### src/rtl/serial_add_controller.sv
// Purpose: word-level front/back end for a bit-serial adder (parallel operands in, LSB-first bits out, parallel sum back).
// Latency: accept at edge E, out_valid high in the cycle after edge E+WIDTH+1; one word in flight, issue interval >= WIDTH+3.
// Backpressure: in_ready only in IDLE; the result is held stable in DONE until out_ready, and in_ready stays low until the cycle after that handshake.
module serial_add_controller #(
  parameter int WIDTH = 8
) (
  input  logic             clk,
  input  logic             reset,
  input  logic             in_valid,
  output logic             in_ready,
  input  logic [WIDTH-1:0] in_a,
  input  logic [WIDTH-1:0] in_b,
  input  logic             in_cin,
  output logic             ser_clr,
  output logic             ser_en,
  output logic             ser_a,
  output logic             ser_b,
  output logic             ser_cin,
  input  logic             ser_s,
  input  logic             ser_cout,
  output logic             out_valid,
  input  logic             out_ready,
  output logic [WIDTH-1:0] out_sum,
  output logic             out_cout,
  output logic             busy
);

  // Counter wide enough to index WIDTH bits; a 1-bit word still needs a 1-bit counter.
  localparam int CW = (WIDTH > 1) ? $clog2(WIDTH) : 1;

  typedef enum logic [1:0] {
    IDLE  = 2'd0,
    CLR   = 2'd1,
    SHIFT = 2'd2,
    DONE  = 2'd3
  } state_e;

  state_e           state_q, state_d;
  logic [WIDTH-1:0] a_q, a_d;
  logic [WIDTH-1:0] b_q, b_d;
  logic [WIDTH-1:0] sum_q, sum_d;
  logic [CW-1:0]    cnt_q, cnt_d;
  logic             cin_q, cin_d;
  logic             in_ready_q, in_ready_d;
  logic             ser_clr_q, ser_clr_d;
  logic             ser_en_q, ser_en_d;
  logic             ser_a_q, ser_a_d;
  logic             ser_b_q, ser_b_d;
  logic             ser_cin_q, ser_cin_d;
  logic             out_valid_q, out_valid_d;
  logic             out_cout_q, out_cout_d;

  logic accept;
  logic last_bit;

  assign accept   = in_valid && in_ready_q && (state_q == IDLE);
  assign last_bit = (cnt_q == CW'(WIDTH - 1));

  // Next-state logic; every registered output is derived from the state being entered so it lines up with that state.
  always_comb begin
    state_d    = state_q;
    a_d        = a_q;
    b_d        = b_q;
    sum_d      = sum_q;
    cnt_d      = cnt_q;
    cin_d      = cin_q;
    out_cout_d = out_cout_q;

    case (state_q)
      IDLE: begin
        if (accept) begin
          a_d     = in_a;
          b_d     = in_b;
          cin_d   = in_cin;
          cnt_d   = '0;
          state_d = CLR;
        end
      end
      CLR: begin
        state_d = SHIFT;
      end
      SHIFT: begin
        // Sum bits arrive LSB first, so they enter at the MSB and walk down.
        sum_d            = sum_q >> 1;
        sum_d[WIDTH-1]   = ser_s;
        cnt_d            = cnt_q + 1'b1;
        if (last_bit) begin
          out_cout_d = ser_cout;
          state_d    = DONE;
        end
      end
      DONE: begin
        if (out_valid_q && out_ready) begin
          state_d = IDLE;
        end
      end
      default: begin
        state_d = IDLE;
      end
    endcase

    in_ready_d  = (state_d == IDLE);
    ser_clr_d   = (state_d == CLR);
    ser_en_d    = (state_d == SHIFT);
    out_valid_d = (state_d == DONE);
    ser_a_d     = 1'b0;
    ser_b_d     = 1'b0;
    ser_cin_d   = 1'b0;

    // Load the next bit slot: operand LSBs go out and the operands shift right.
    // The word carry-in is only driven in the first slot (entered straight from CLR).
    if (state_d == SHIFT) begin
      ser_a_d   = a_q[0];
      ser_b_d   = b_q[0];
      ser_cin_d = cin_q && (state_q == CLR);
      a_d       = a_q >> 1;
      b_d       = b_q >> 1;
    end
  end

  // State and datapath registers; reset aborts any word in flight.
  always_ff @(posedge clk or negedge reset) begin
    if (!reset) begin
      state_q     <= IDLE;
      a_q         <= '0;
      b_q         <= '0;
      sum_q       <= '0;
      cnt_q       <= '0;
      cin_q       <= 1'b0;
      in_ready_q  <= 1'b0;
      ser_clr_q   <= 1'b0;
      ser_en_q    <= 1'b0;
      ser_a_q     <= 1'b0;
      ser_b_q     <= 1'b0;
      ser_cin_q   <= 1'b0;
      out_valid_q <= 1'b0;
      out_cout_q  <= 1'b0;
    end else begin
      state_q     <= state_d;
      a_q         <= a_d;
      b_q         <= b_d;
      sum_q       <= sum_d;
      cnt_q       <= cnt_d;
      cin_q       <= cin_d;
      in_ready_q  <= in_ready_d;
      ser_clr_q   <= ser_clr_d;
      ser_en_q    <= ser_en_d;
      ser_a_q     <= ser_a_d;
      ser_b_q     <= ser_b_d;
      ser_cin_q   <= ser_cin_d;
      out_valid_q <= out_valid_d;
      out_cout_q  <= out_cout_d;
    end
  end

  assign in_ready  = in_ready_q;
  assign ser_clr   = ser_clr_q;
  assign ser_en    = ser_en_q;
  assign ser_a     = ser_a_q;
  assign ser_b     = ser_b_q;
  assign ser_cin   = ser_cin_q;
  assign out_valid = out_valid_q;
  assign out_sum   = sum_q;
  assign out_cout  = out_cout_q;
  assign busy      = (state_q != IDLE);

endmodule

### config.mk
export PLATFORM = sky130hd
export DESIGN_NAME = serial_add_controller
export DESIGN_NICKNAME = d
export VERILOG_FILES = /design/src/rtl/serial_add_controller.sv
export SDC_FILE = /design/constraint.sdc
export NUM_CORES = 1
export LEC_CHECK = 0
export ABC_AREA = 1
export CAP_MARGIN = 20
export CORE_UTILIZATION = 48
export DETAILED_ROUTE_END_ITERATION = 12
export GPL_ROUTABILITY_DRIVEN = 1
export HOLD_SLACK_MARGIN = 0.1
export PLACE_DENSITY_LB_ADDON = 0.08
export SLEW_MARGIN = 20
export SYNTH_ARGS = -nofsm -noshare
export SYNTH_HDL_FRONTEND = slang
export SYNTH_SLANG_ARGS = --single-unit
### constraint.sdc
create_clock -name clk -period 1.86 [get_ports clk]
set_input_delay 0.186 -clock clk [delete_from_list [all_inputs] [get_ports clk]]
set_output_delay 0.186 -clock clk [all_outputs]
set_load 0.01 [all_outputs]
# Word-level counts from Yosys, hierarchy flattened
# Cells that the tools add are included.
totals:
  register_bits: 38
  inputBits: 23
  out_inout_bits: 17
classes:
  add_sub_neg: 1
  eq_ne: 8
  n_mux: 15
  n_reduce_logical: 14
op_table:
  columns: ["operator", "n"]
  rows:
  - ["2-to-1 mux 8 bit", 6]
  - ["== test 2 bit, second input constant", 4]
  - ["one-hot mux 2 bit (4 select lines)", 1]
  - ["AND reduction 2 bit", 4]
  - ["nonzero test 2 bit", 4]
  - ["2-to-1 mux 2 bit", 3]
  - ["one-hot mux 3 bit (2 select lines)", 1]
  - ["== test 2 x 1 -> 1 bit, second input constant", 2]
  - ["logical AND 1 bit", 4]
  - ["logical NOT 2 bit", 2]
  - ["adder 3 x 1 -> 3 bit, second input constant", 1]
  - ["== test 3 bit, second input constant", 1]
  - ["2-to-1 mux 1 bit", 3]
  - ["2-to-1 mux 3 bit", 1]
  - ["inequality test 2 bit, second input constant", 1]

# Logic depth before layout (Yosys ltp)
logic_depth:
  depth_word: 7
  depth_mapped: 7

# Worst setup path before layout
# OpenSTA, ideal clock, no wires.
synth_timing:
  path_type: "reg-to-reg"
  startpoint: "reg cnt_q[0]"
  endpoint: "reg a_q[4]"
  setup_ns: 0.125
  arrival_ns: 1.278
  path_slack_ns: 0.457
  path_stages_with_launch: 8
  path_buffers: 1
  period_less_slack_ns: 1.403
  path_cell_list: "dfrtp_1 > ha_1 > ha_1 > nand3_2 > nand3_4 > buf_6 > nand3_1 > nand3_1"
synth_via:
  elab_chain_len: 6
  word_cells_on_any_way: 8
  cone_classes: "eq/ne (2); mux (3); reduce/logical (3)"
synth_rtl:
  columns: ["element", "line_no", "rtl"]
  rows:
  - ["start, declared", "42", "logic [CW-1:0] cnt_q, cnt_d;"]
  - ["start signal, assigned", "143", "cnt_q <= cnt_d;"]
  - ["== test 3 bit (*)", "57", "assign last_bit = (cnt_q == CW'(WIDTH - 1));"]
  - ["2-to-1 mux 2 bit (*)", "87", "if (last_bit) begin"]
  - ["one-hot mux 2 bit (4 select lines) (*)", "69", "case (state_q)"]
  - ["== test 2 bit (*)", "112", "if (state_d == SHIFT) begin"]
  - ["nonzero test 2 bit (no source line)", null, null]
  - ["AND reduction 2 bit (no source line)", null, null]
  - ["end signal, assigned", "125", "a_q <= '0;"]
  - ["end signal, assigned", "140", "a_q <= a_d;"]
  - ["end, declared", "39", "logic [WIDTH-1:0] a_q, a_d;"]
# Every way passes the cells marked *; elsewhere a longest branch is shown, timed or not.
# A chain may end at the register's enable or synchronous reset.

# Worst setup path in the final report
layout_timing:
  startpoint: "reg state_q[0]"
  endpoint: "out busy"
layout_via:
  elab_chain_len: 1
layout_rtl:
  columns: ["element", "line_no", "rtl"]
  rows:
  - ["start, declared", "38", "state_e state_q, state_d;"]
  - ["start signal, assigned", "139", "state_q <= state_d;"]
  - ["nonzero test 2 bit", "165", "assign busy = (state_q != IDLE);"]
  - ["end, declared", "25", "output logic busy"]
# Every way passes these cells.

==> impl_metrics.env <==
export IMPL_drt_initial_drc_count=92
export IMPL_worst_setup_hold_path_clk_slew_ns=0.11
export IMPL_ff2ff_setup_slack_ns=0.29
export IMPL_via_per_inst=5.19
export IMPL_n_fill_cell=294
export IMPL_final_layout_setup_total_negative_slack_ns=0
export IMPL_outcome="finished, final reports clean"
export IMPL_cts_buffer_depth=2
export IMPL_cts_buffers_inserted=5
export IMPL_setup_violations=0
export IMPL_power_per_cell_area_nw_per_um2=1330
export IMPL_ant_nets=0
export IMPL_dr_max_layer_used="met4"
export IMPL_cap_violations=0
export IMPL_worst_margin_slew_ns=0.824
export IMPL_grt_setup_unrepaired="false"
export IMPL_synthesis_yosys_warnings=0
export IMPL_path_cells="inv_1 > nand2_4 > clkdlybuf4s50_1"
export IMPL_ys_seq_area_share_pct=59.3
export IMPL_wl_met1_um=1460
export IMPL_min_path_type="in -> reg"
export IMPL_synthFlopType="dfrtp_1"
export IMPL_worst_setup_path_end_kind="output pin"
export IMPL_crit_required_ns=1.67
export IMPL_timing_final_max_slew_violations=0
export IMPL_finalClockSkew_ns=0.0103
export IMPL_async_flop_share_pct=100
export IMPL_synthToLayoutAreaGrowth_pct=33.1
export IMPL_peakVddDrop_uv=967
export IMPL_critical_path_slowest_cell="clkdlybuf4s50_1"
export IMPL_final_cell_mix="nand2_1, dfrtp_1, clkdlybuf4s50_1, nand3_1, nand4_1"
export IMPL_cp_max_fo=8
export IMPL_min_period_ns=1.73
export IMPL_grt_first_pass_wirelength_um=5770
export IMPL_core_area_um2=3100
export IMPL_drt_wirelength_per_cell_um=12.9
export IMPL_fmaxAchievable_mhz=579
export IMPL_cp_start_kind="flop"
export IMPL_maxSlewHeadroom_pct=45.0
export IMPL_num_rows=20
export IMPL_route_met3_wl_um=215
export IMPL_final_critical_path_setup_slack_ns=0.133
export IMPL_globalRoute_totalOverflow=0
export IMPL_die_h_um=59.8
export IMPL_hpwl_um=2240
export IMPL_postSynthAreaPerCell_um2=9.38
export IMPL_synth_edf_count=0
export IMPL_cp_num_buf_inv=2
export IMPL_syn_nets=196
export IMPL_critical_path_arrival_ns=1.54
export IMPL_layout_nets=244
export IMPL_synth_lib_cells_used_distinct=18
export IMPL_final_hold_violation_count=0
export IMPL_multi_input_combinational_cell_area_um2=557
export IMPL_clock_sinks=38
export IMPL_grt_start_max_net_pins=39
export IMPL_worst_setup_path_type="reg -> out"
export IMPL_h_tree_depth=2
export IMPL_start_util_pct=51.7
export IMPL_leakage_nw=1.04
export IMPL_pre_repair_dr_iteration_count=5
export IMPL_route_met2_wl_um=1640
export IMPL_antenna_found_initial=0
export IMPL_ys_ff_latch=38
export IMPL_num_io_pins=40
export IMPL_final_period_utilization_pct=92.9
export IMPL_worst_path_largest_cell_delay_ns=0.54
export IMPL_wl_um=3400
export IMPL_clkLatencyLatePin_ns=0.35
export IMPL_crit_family="buffers and inverters"
export IMPL_drive_gt1_share_pct=10.0
export IMPL_design_die_area_um2=3580
export IMPL_global_route_usage_over_all_layers_pct=22.4
export IMPL_post_synth_inst_count=171
export IMPL_first_global_vias=1326
export IMPL_post_synth_instance_area_um2=1600
export IMPL_antenna_cells_inserted=0
export IMPL_vias=1370
export IMPL_final_common_cell="nand2_1"
export IMPL_routability_congestion_estimate_from_global_placement=0.757
export IMPL_place_port_buffers=39
export IMPL_register_cell_area_after_layout_um2=951
export IMPL_drc=0
export IMPL_cts_root_buf="clkbuf_4"
export IMPL_die_x_um=59.8
export IMPL_cts_tree="done"
export IMPL_pre_cts_ws_ns=0.328
-- Yosys cell counts, types with 2 or more instances --
| master | count | share of area [%] |
|---|---|---|
| nand2_1 | 42 | 9.8 |
| o21ai_0 | 9 | 2.8 |
| inv_1 | 11 | 2.6 |
| nand3_1 | 34 | 11 |
| ha_1 | 2 | 1.6 |
| dfrtp_1 | 38 | 59 |
| nor2_1 | 7 | 1.6 |
| nand4_1 | 14 | 5.5 |
| buf_2 | 5 | 1.6 |
-- timing repair --
item / 4_1_cts / 5_1_grt
buffers inserted: 1 / 5
pin swaps: 0 / 1
setup endpoints to repair: 1 / 1
endpoints found under the hold margin: 38 / 0
hold buffers: 1 / 0
resized for setup: 0 / 0
-- registers in the layout, summed over array words and instances, names as in the netlist, 2 cells and up --
signal   flops
state_q      2
b_q          8
a_q          8
cnt_q        3
out_sum      8
-- worst reg2reg max path: cells and delay by family (launching register included) --
| kind | cells | cell delay (ns) |
|---|---|---|
| adders and majority gates | 2 | 0.39 |
| and+or+nand+nor | 4 | 0.64 |
| DFF | 1 | 0.42 |
-- layout make-up --
| type | instances | share of cell area (%) |
|---|---|---|
| clock inverter | 1 | 0.234 |
| timing repair buffer | 49 | 21.7 |
| sequential | 38 | 44.5 |
| inverter | 13 | 2.29 |
| multi-input combinational | 112 | 26.1 |
| clock buffer | 7 | 2.58 |
| tap | 44 | 2.58 |
-- per-stage QoR --
step                hold slack [ns]  instances  utilization, %  total power [mW]  cell area [um^2]
finish                        0.373        264            68.8              2.84              2130
global route                  0.369        264            68.8              3.06              2130
floorplan                    -0.110        171               -              1.89              1600
CTS                           0.375        259            67.6              2.81              2100
detailed placement            0.338        249            65.1              2.34              2020
global placement              0.318        249            65.1              2.29              2020
-- logic make-up after synthesis --
logic type      Yosys count  share of synthesized area [%]
compound gates            9                           2.81
fa+ha+maj                 2                           1.56
buf+inv                  21                           6.01
simple gates            101                           30.3
flops                    38                           59.3
-- metal layers --
| layer | GRT usage [%] | up-vias |
|---|---|---|
| li1 | - | 668 |
| met1 | 26.8 | 640 |
| met2 | 36.5 | 50 |
| met3 | 7.36 | 12 |
| met4 | 10.3 | 0 |
| met5 | 0 | - |
-- path summary, 6_finish.rpt --
path / start / end / depth (start not counted)
worst min-delay path: in_cin / cin_q$_DFFE_PN0P_ / 3
max in group asynchronous: reset / state_q[0]$_DFF_PN0_ / 2
worst max-delay path: state_q[0]$_DFF_PN0_ / busy / 3
min in group asynchronous: reset / ser_en$_DFF_PN0_ / 2
worst min register to register: out_sum[0]$_DFFE_PN0P_ / out_sum[0]$_DFFE_PN0P_ / 2
worst max register to register: cnt_q[0]$_DFFE_PN0P_ / b_q[3]$_DFFE_PN0P_ / 6
-- report_power, final --
part | switching [mW] | leakage, nW | internal, mW
Sequential | 0.141 | 0.501 | 1.07
Clock | 0.265 | 0.0353 | 0.183
Combinational | 0.645 | 0.501 | 0.537
Total | 1.05 | 1.04 | 1.79
No activity file was read; power rests on OpenSTA's default activity.
